File: config.mk
export PLATFORM = sky130hd
export DESIGN_NAME = manifest_jtag_burst
export DESIGN_NICKNAME = d
export VERILOG_FILES = /design/src/rtl/manifest_jtag_burst.sv
export SDC_FILE = /design/constraint.sdc
export NUM_CORES = 1
export LEC_CHECK = 0
export ABC_AREA = 1
export BUFFER_PORTS_ARGS = -buffer_cell sky130_fd_sc_hd__buf_2
export CAP_MARGIN = 30
export CORE_MARGIN = 2
export CORE_UTILIZATION = 29
export CTS_CLUSTER_DIAMETER = 30
export DETAILED_ROUTE_END_ITERATION = 10
export PLACE_DENSITY = 0.43
export RECOVER_POWER = 100
export SETUP_SLACK_MARGIN = 0.3
export SLEW_MARGIN = 40
export SYNTH_ARGS = -nofsm -noshare
export SYNTH_HDL_FRONTEND = slang
export SYNTH_SLANG_ARGS = --single-unit
File: constraint.sdc
create_clock -name tck -period 9.4 [get_ports tck]
set_clock_uncertainty 0.1 [all_clocks]
set_input_delay 1.88 -clock tck [delete_from_list [all_inputs] [get_ports tck]]
set_output_delay 1.88 -clock tck [all_outputs]
set_load 0.02 [all_outputs]
File: src/rtl/manifest_jtag_burst.sv
// manifest_jtag_burst: JTAG USER4 access engine for the manifest ROM.
// Decodes 16-bit DR commands, prefetches the addressed ROM word for the next
// Capture-DR, and in burst mode advances the address on every capture.
// Optional status readout (opcode 0xC) is enabled by defining
// MANIFEST_BURST_STATUS_EN.
module manifest_jtag_burst #(
  parameter int ADDR_WIDTH = 10,
  parameter int DATA_WIDTH = 32,
  parameter int CMD_WIDTH  = 16
) (
  input  logic                  tck,
  input  logic                  tap_test_logic_reset,
  input  logic                  tap_ir_user_defined,
  input  logic                  tap_capture_dr,
  input  logic                  tap_shift_dr,
  input  logic                  tap_update_dr,
  input  logic                  tdi,
  output logic                  tdo,
  output logic [ADDR_WIDTH-1:0] rom_addr,
  output logic                  rom_rd_en,
  input  logic [DATA_WIDTH-1:0] rom_data,
  output logic                  burst_active,
  output logic                  underrun
);

  typedef enum logic [1:0] {
    IDLE  = 2'd0,
    FETCH = 2'd1,
    LOAD  = 2'd2,
    READY = 2'd3
  } state_t;

  state_t                  state;
  logic [CMD_WIDTH-1:0]    cmd_sr;
  logic [DATA_WIDTH-1:0]   data_sr;
  logic [DATA_WIDTH-1:0]   prefetch;
  logic [3:0]              opcode;
  logic [ADDR_WIDTH-1:0]   cmd_addr;
  logic                    cmd_valid;

  assign opcode    = cmd_sr[CMD_WIDTH-1 -: 4];
  assign cmd_addr  = ADDR_WIDTH'(cmd_sr[CMD_WIDTH-5:0]);
  assign cmd_valid = (opcode == 4'hA) || (opcode == 4'hB);
  assign tdo       = data_sr[0];

`ifdef MANIFEST_BURST_STATUS_EN
  logic        status_pending;
  logic [31:0] status_word;

  assign status_word = {8'hA5, underrun, burst_active, state, 20'(rom_addr)};
`endif

  // Command decode, ROM fetch sequencing, capture and shift of the DR.
  always_ff @(posedge tck or posedge tap_test_logic_reset) begin
    if (tap_test_logic_reset) begin
      state        <= IDLE;
      cmd_sr       <= '0;
      data_sr      <= '0;
      prefetch     <= '0;
      rom_addr     <= '0;
      rom_rd_en    <= 1'b0;
      burst_active <= 1'b0;
      underrun     <= 1'b0;
`ifdef MANIFEST_BURST_STATUS_EN
      status_pending <= 1'b0;
`endif
    end else if (tap_ir_user_defined) begin
      if (tap_capture_dr) begin
`ifdef MANIFEST_BURST_STATUS_EN
        if (status_pending) begin
          // Status capture leaves the address alone but lets an in-flight fetch finish.
          data_sr        <= DATA_WIDTH'(status_word);
          status_pending <= 1'b0;
          underrun       <= 1'b0;
          case (state)
            FETCH: begin
              state     <= LOAD;
              rom_rd_en <= 1'b0;
            end
            LOAD: begin
              prefetch <= rom_data;
              state    <= READY;
            end
            default: ;
          endcase
        end else
`endif
        begin
          case (state)
            READY: begin
              data_sr <= prefetch;
              if (burst_active) begin
                rom_addr  <= rom_addr + ADDR_WIDTH'(1);
                state     <= FETCH;
                rom_rd_en <= 1'b1;
              end
            end
            LOAD: begin
              // Word is still on the ROM port: bypass the prefetch register.
              data_sr <= rom_data;
              if (burst_active) begin
                rom_addr  <= rom_addr + ADDR_WIDTH'(1);
                state     <= FETCH;
                rom_rd_en <= 1'b1;
              end else begin
                prefetch <= rom_data;
                state    <= READY;
              end
            end
            default: begin
              data_sr  <= '1;
              underrun <= 1'b1;
            end
          endcase
        end
      end else begin
        if (tap_shift_dr) begin
          cmd_sr  <= {tdi, cmd_sr[CMD_WIDTH-1:1]};
          data_sr <= {tdi, data_sr[DATA_WIDTH-1:1]};
        end
        if (tap_update_dr && cmd_valid) begin
          rom_addr     <= cmd_addr;
          burst_active <= (opcode == 4'hB);
          state        <= FETCH;
          rom_rd_en    <= 1'b1;
        end else begin
`ifdef MANIFEST_BURST_STATUS_EN
          if (tap_update_dr && (opcode == 4'hC))
            status_pending <= 1'b1;
`endif
          case (state)
            FETCH: begin
              state     <= LOAD;
              rom_rd_en <= 1'b0;
            end
            LOAD: begin
              prefetch <= rom_data;
              state    <= READY;
            end
            default: ;
          endcase
        end
      end
    end
  end

endmodule

Yosys cells after proc, flatten, opt, wreduce, memory -nomap -nowiden
Cells that the tools add are included.
Widths: inputs -> output; s select.
{"block": "word_totals", "memories": 0, "latchBits": 0, "reg_bits": 95, "in_bits": 39, "rom_bits": 0, "output_inout_bits": 14, "ramBits": 0}
{"block": "classes", "magnitude_cmp": 0, "div_mod_pow": 0, "n_mux": 23, "shifts": 0, "add_sub_neg": 1, "mul": 0, "n_eq_ne": 11, "n_reduce_logical": 15, "bitwise": 2}
{"operator": "$mux 32", "n": 7}
{"operator": "$pmux 32 s2", "n": 1}
{"operator": "$mux 10", "n": 4}
{"operator": "$reduce_and 4->1", "n": 4}
{"operator": "$add 10x1->10 const B", "n": 1}
{"operator": "$reduce_and 3->1", "n": 3}
{"operator": "$eq 4x4->1 const B", "n": 2}
{"operator": "$mux 2", "n": 4}
{"operator": "$pmux 2 s2", "n": 2}
{"operator": "$ne 2x2->1 const B", "n": 3}
{"operator": "$mux 1", "n": 5}
{"operator": "$eq 2x2->1 const B", "n": 2}
{"operator": "$reduce_bool 2->1", "n": 2}
{"operator": "$reduce_bool 4->1", "n": 1}
{"operator": "$ne 3x1->1 const B", "n": 1}
{"operator": "$ne 3x3->1 const B", "n": 1}
{"operator": "$reduce_bool 3->1", "n": 1}
{"operator": "$eq 2x1->1 const B", "n": 1}
{"operator": "$ne 2x1->1 const B", "n": 1}
{"operator": "$not 1->1", "n": 2}
{"operator": "$reduce_and 2->1", "n": 1}
{"operator": "$reduce_or 2->1", "n": 1}
{"operator": "$logic_and 1x1->1", "n": 1}
{"operator": "$logic_or 1x1->1", "n": 1}

Depth between registers and ports, before layout
{"block": "depth", "word_depth": 5, "ltp_mapped": 10}

Worst setup path before layout
OpenSTA, ideal clock, no wires.
{"block": "synth_path", "kind": "in2reg", "start": "in tap_capture_dr", "end": "reg prefetch[0]", "arrival_time_ps": 2645, "cell_stages": 8, "required_ps": 9179, "setup_ps": 121, "path_slack_ps": 6534, "path_cell_list": "buf_4 -> inv_4 -> nand2_4 -> nand2_2 -> nand3_4 -> buf_2 -> nand2_1 -> o21ai_1"}
{"block": "synth_via", "elab_chain_len": 2, "word_cells_on_any_way": 4, "cone_classes": "eq/ne: 2; mux: 1; reduce/logical: 1"}
{"item": "from (decl)", "line": "14", "text": "input logic tap_capture_dr,"}
{"item": "$ne 2x2->1 (no source line)"}
{"item": "$reduce_and 4->1 (no source line)"}
{"item": "to (signal assigned)", "line": "106", "text": "prefetch <= rom_data;"}
{"item": "to (signal assigned)", "line": "137", "text": "prefetch <= rom_data;"}
{"item": "to (decl)", "line": "36", "text": "logic [DATA_WIDTH-1:0] prefetch;"}
Parallel ways exist; a longest one is shown, timed or not.
A chain may end at the register's enable or synchronous reset.

Worst setup path in the final report
{"block": "layout_path", "start": "in tap_capture_dr", "end": "reg data_sr[16]"}
{"block": "layout_via", "elab_chain_len": 2, "word_cells_on_any_way": 3, "cone_classes": "mux: 1; reduce/logical: 2"}
{"item": "$reduce_bool 2->1 (no source line)"}
{"item": "$reduce_and 2->1 (no source line)"}
{"item": "to (signal assigned)", "line": "91", "text": "data_sr <= prefetch;"}
{"item": "to (signal assigned)", "line": "100", "text": "data_sr <= rom_data;"}
{"item": "to (signal assigned)", "line": "119", "text": "data_sr <= {tdi, data_sr[DATA_WIDTH-1:1]};"}
{"item": "to (decl)", "line": "35", "text": "logic [DATA_WIDTH-1:0] data_sr;"}
Parallel ways exist; a longest one is shown, timed or not.

==> results.py <==
metrics = {
    "run_status": {
        "outcome": "finished, violations left",
        "violations": "capacitance limit, slew limit",
    },
    "setup_path": {
        "crit_fanout": 52,
        "cp.required_ns": 9.56,
        "start_kind": "primary input",
        "cp.arrival_ns": 5.97,
        "cp-end-kind": "flop",
        "reg2reg_slack_ns": 6.87,
        "worst-setup-path-type": "primary input to flop",
    },
    "detailed_routing": {
        "wl_um": 10890,
        "vias": 3895,
        "antenna_left": 0,
        "routed_via_density": 4.572,
        "wl_per_cell_um": 12.78,
        "drtIter0Drc": 204,
        "drc_errors": 0,
        "dr.pass1.iters": 5,
    },
    "floorplan": {
        "fp.dieH_um": 131.0,
        "die_w_um": 131.0,
        "ios": 53,
        "num_rows": 46,
        "start_util": 0.2953,
        "dieArea_mm2": 0.01715,
        "design.core.area_mm2": 0.01583,
    },
    "global_routing": {
        "overflow": 0,
        "grt_pass1_wl_um": 18400,
        "grt_max_degree": 65,
        "antenna_found_initial": 0,
        "grt_pass1_vias": 3595,
        "track_usage": 0.1370,
    },
    "run": {
        "maxCapViolCount": 3,
    },
    "sta": {
        "setup_viol": 0,
        "maxSlewViolCount": 87,
        "hold_viol": 0,
        "fmax_ghz": 0.1723,
        "worst_slew_pin_slew_ns": 2.124,
        "relSlewSlack": -0.4157,
        "period_needed_ns": 5.803,
        "rsz0062_at_grt": "no",
        "fin_crit_sh": 0.6173,
        "setup_tns_ns": 0,
    },
    "cts": {
        "clk_pin_slew_worst_paths_ns": 0.06,
        "worstSkewPairLatency_ns": 0.35,
        "clock_path_buffers": 2,
        "htreeDepth": 3,
        "cts_tree": "yes",
        "ctsResizeCount": 0,
        "cts.sinks": 95,
        "cts_buffers": 9,
        "hold_buffers": 0,
        "cts_setup_buffers": 0,
        "cts-root-buf": "clkbuf_16",
    },
    "layout": {
        "final_cell_mix": "o21ai_0 (165), nand2_1 (132), dfrtp_1 (95)",
        "antenna_cells": 0,
        "mostFrequentLayoutCell": "o21ai_0",
        "nets": 674,
        "synthToLayoutAreaGrowth_pct": 14.48,
        "drive_gt1_frac": 0.1085,
    },
    "synth": {
        "synth_top_cell_area_share": 0.5086,
        "syn_inst": 598,
        "synth.distinct_cells": 25,
        "ys_warn_count": 0,
        "seq_area_frac_synth": 0.5086,
        "syn_avg_cell_area_um2": 7.817,
        "synth-seq-cells": 95,
        "netlist_area_mm2": 0.004674,
        "synth_largest_area_cell": "dfrtp_1",
        "synth_fp_nets": 641,
        "synth_area_leaders": "dfrtp_1 (51%), o21ai_0 (11%), nand2_1 (10%)",
    },
    "hold_path": {
        "worst_hold_path_type": "flop to flop",
    },
    "place": {
        "routabilityCongestion": 0.7130,
        "place.port_buffers": 52,
        "dpl.hpwl_um": 7060,
    },
    "pwr": {
        "swShare": 0.3597,
        "p_clk_frac": 0.275,
        "p_per_area_mw_per_mm2": 273.4,
        "power.total_uw": 1463,
        "ir_worst_vdd_v": 0.00009914,
        "leakagePower_uw": 0.002527,
        "internal-power_uw": 936.9,
        "p_sw_uw": 526.2,
        "sequentialPowerShare": 0.446,
        "p_comb_frac": 0.279,
    },
}
## layout make-up
cell class              count  area (um^2)
clock buffers              10        239.0
clock inverters             6        83.83
fillers                  1722        10480
inverters                  64        242.7
multi-input cells         404         1862
flip-flops and latches     95         2377
well taps                 216        270.3
repair buffers             57        276.5
## kinds of logic (layout without fill, tap and decap cells)
kind of cell    Yosys count  in the layout  share of synthesized area
compound gates          191            191                     0.2066
fa+ha+maj                 4              4                    0.01071
buf+inv                  99            137                    0.08886
flops                    95             95                     0.5086
mux                       1              1                   0.002409
simple gates            208            208                     0.1828
## stage by stage
stage	instances	cell area (um^2)	setup slack (ns)	utilization	hold slack, ns
after floorplan	598	4674	4.943	-	0.3530
after global placement	836	5072	5.150	0.3205	0.3670
after detailed placement	836	5086	5.536	0.3213	0.3779
after CTS	852	5409	5.893	0.3417	0.3913
after global routing	852	5351	3.049	0.3381	0.4012
final	852	5351	3.597	0.3381	0.3854
## critical path: stages
cell	delay, ns
buf_2	0.08
clkbuf_1	1.50
nor2_4	0.45
nor2_1	1.47
o21ai_0	0.30
o21ai_0	0.25
## metal layers
metal,track usage,vias to the layer above,part of all wire,wire (um)
li1,-,1996,-,-
met1,0.1945,1823,0.50,5444
met2,0.2088,65,0.45,4884
met3,0.02362,11,0.036,387
met4,0.05257,0,0.016,169
met5,0,-,0,0
## synth_stat cells
library cell and count:
nand2_1 130, o21ai_0 105, dfrtp_1 95, o21ai_1 77, inv_1 59, nor2_1 51, nand3_1 16, buf_2 15
clkbuf_1 15, a21oi_1 6, buf_4 4, ha_1 4, inv_2 4, nand2_2 2, nand3_4 2, nand4_1 2
nor2_2 2, o21ai_2 2, buf_6 1, inv_4 1, mux2_2 1, nand2_4 1, nor3_1 1, o21bai_1 1
or2_2 1
## worst paths after layout
check,startpoint,endpoint,cells after the start
worst max-delay path,tap_capture_dr,data_sr[16],6
worst min-delay path,prefetch[29],prefetch[29],2
worst max register to register,state[1],rom_addr[6],10
worst min register to register,prefetch[29],prefetch[29],2
max in group asynchronous,tap_test_logic_reset,data_sr[28],3
min in group asynchronous,tap_test_logic_reset,data_sr[23],2
## state kept, by name, summed over array words and instances (netlist names)
| name | cells |
|---|---|
| rom_addr | 10 |
| burst_active | 1 |
| state | 2 |
| cmd_sr | 16 |
| rom_rd_en | 1 |
| underrun | 1 |
| data_sr | 32 |
| prefetch | 32 |
## power by group through the flow
stage	sequential (uW)	clock [uW]	combinational, uW
floorplan	667	0	307
global placement	655	0	438
detailed placement	659	0	446
CTS	652	414	447
global route	674	428	487
finish	652	402	409
(Power assumes the default switching activity.)
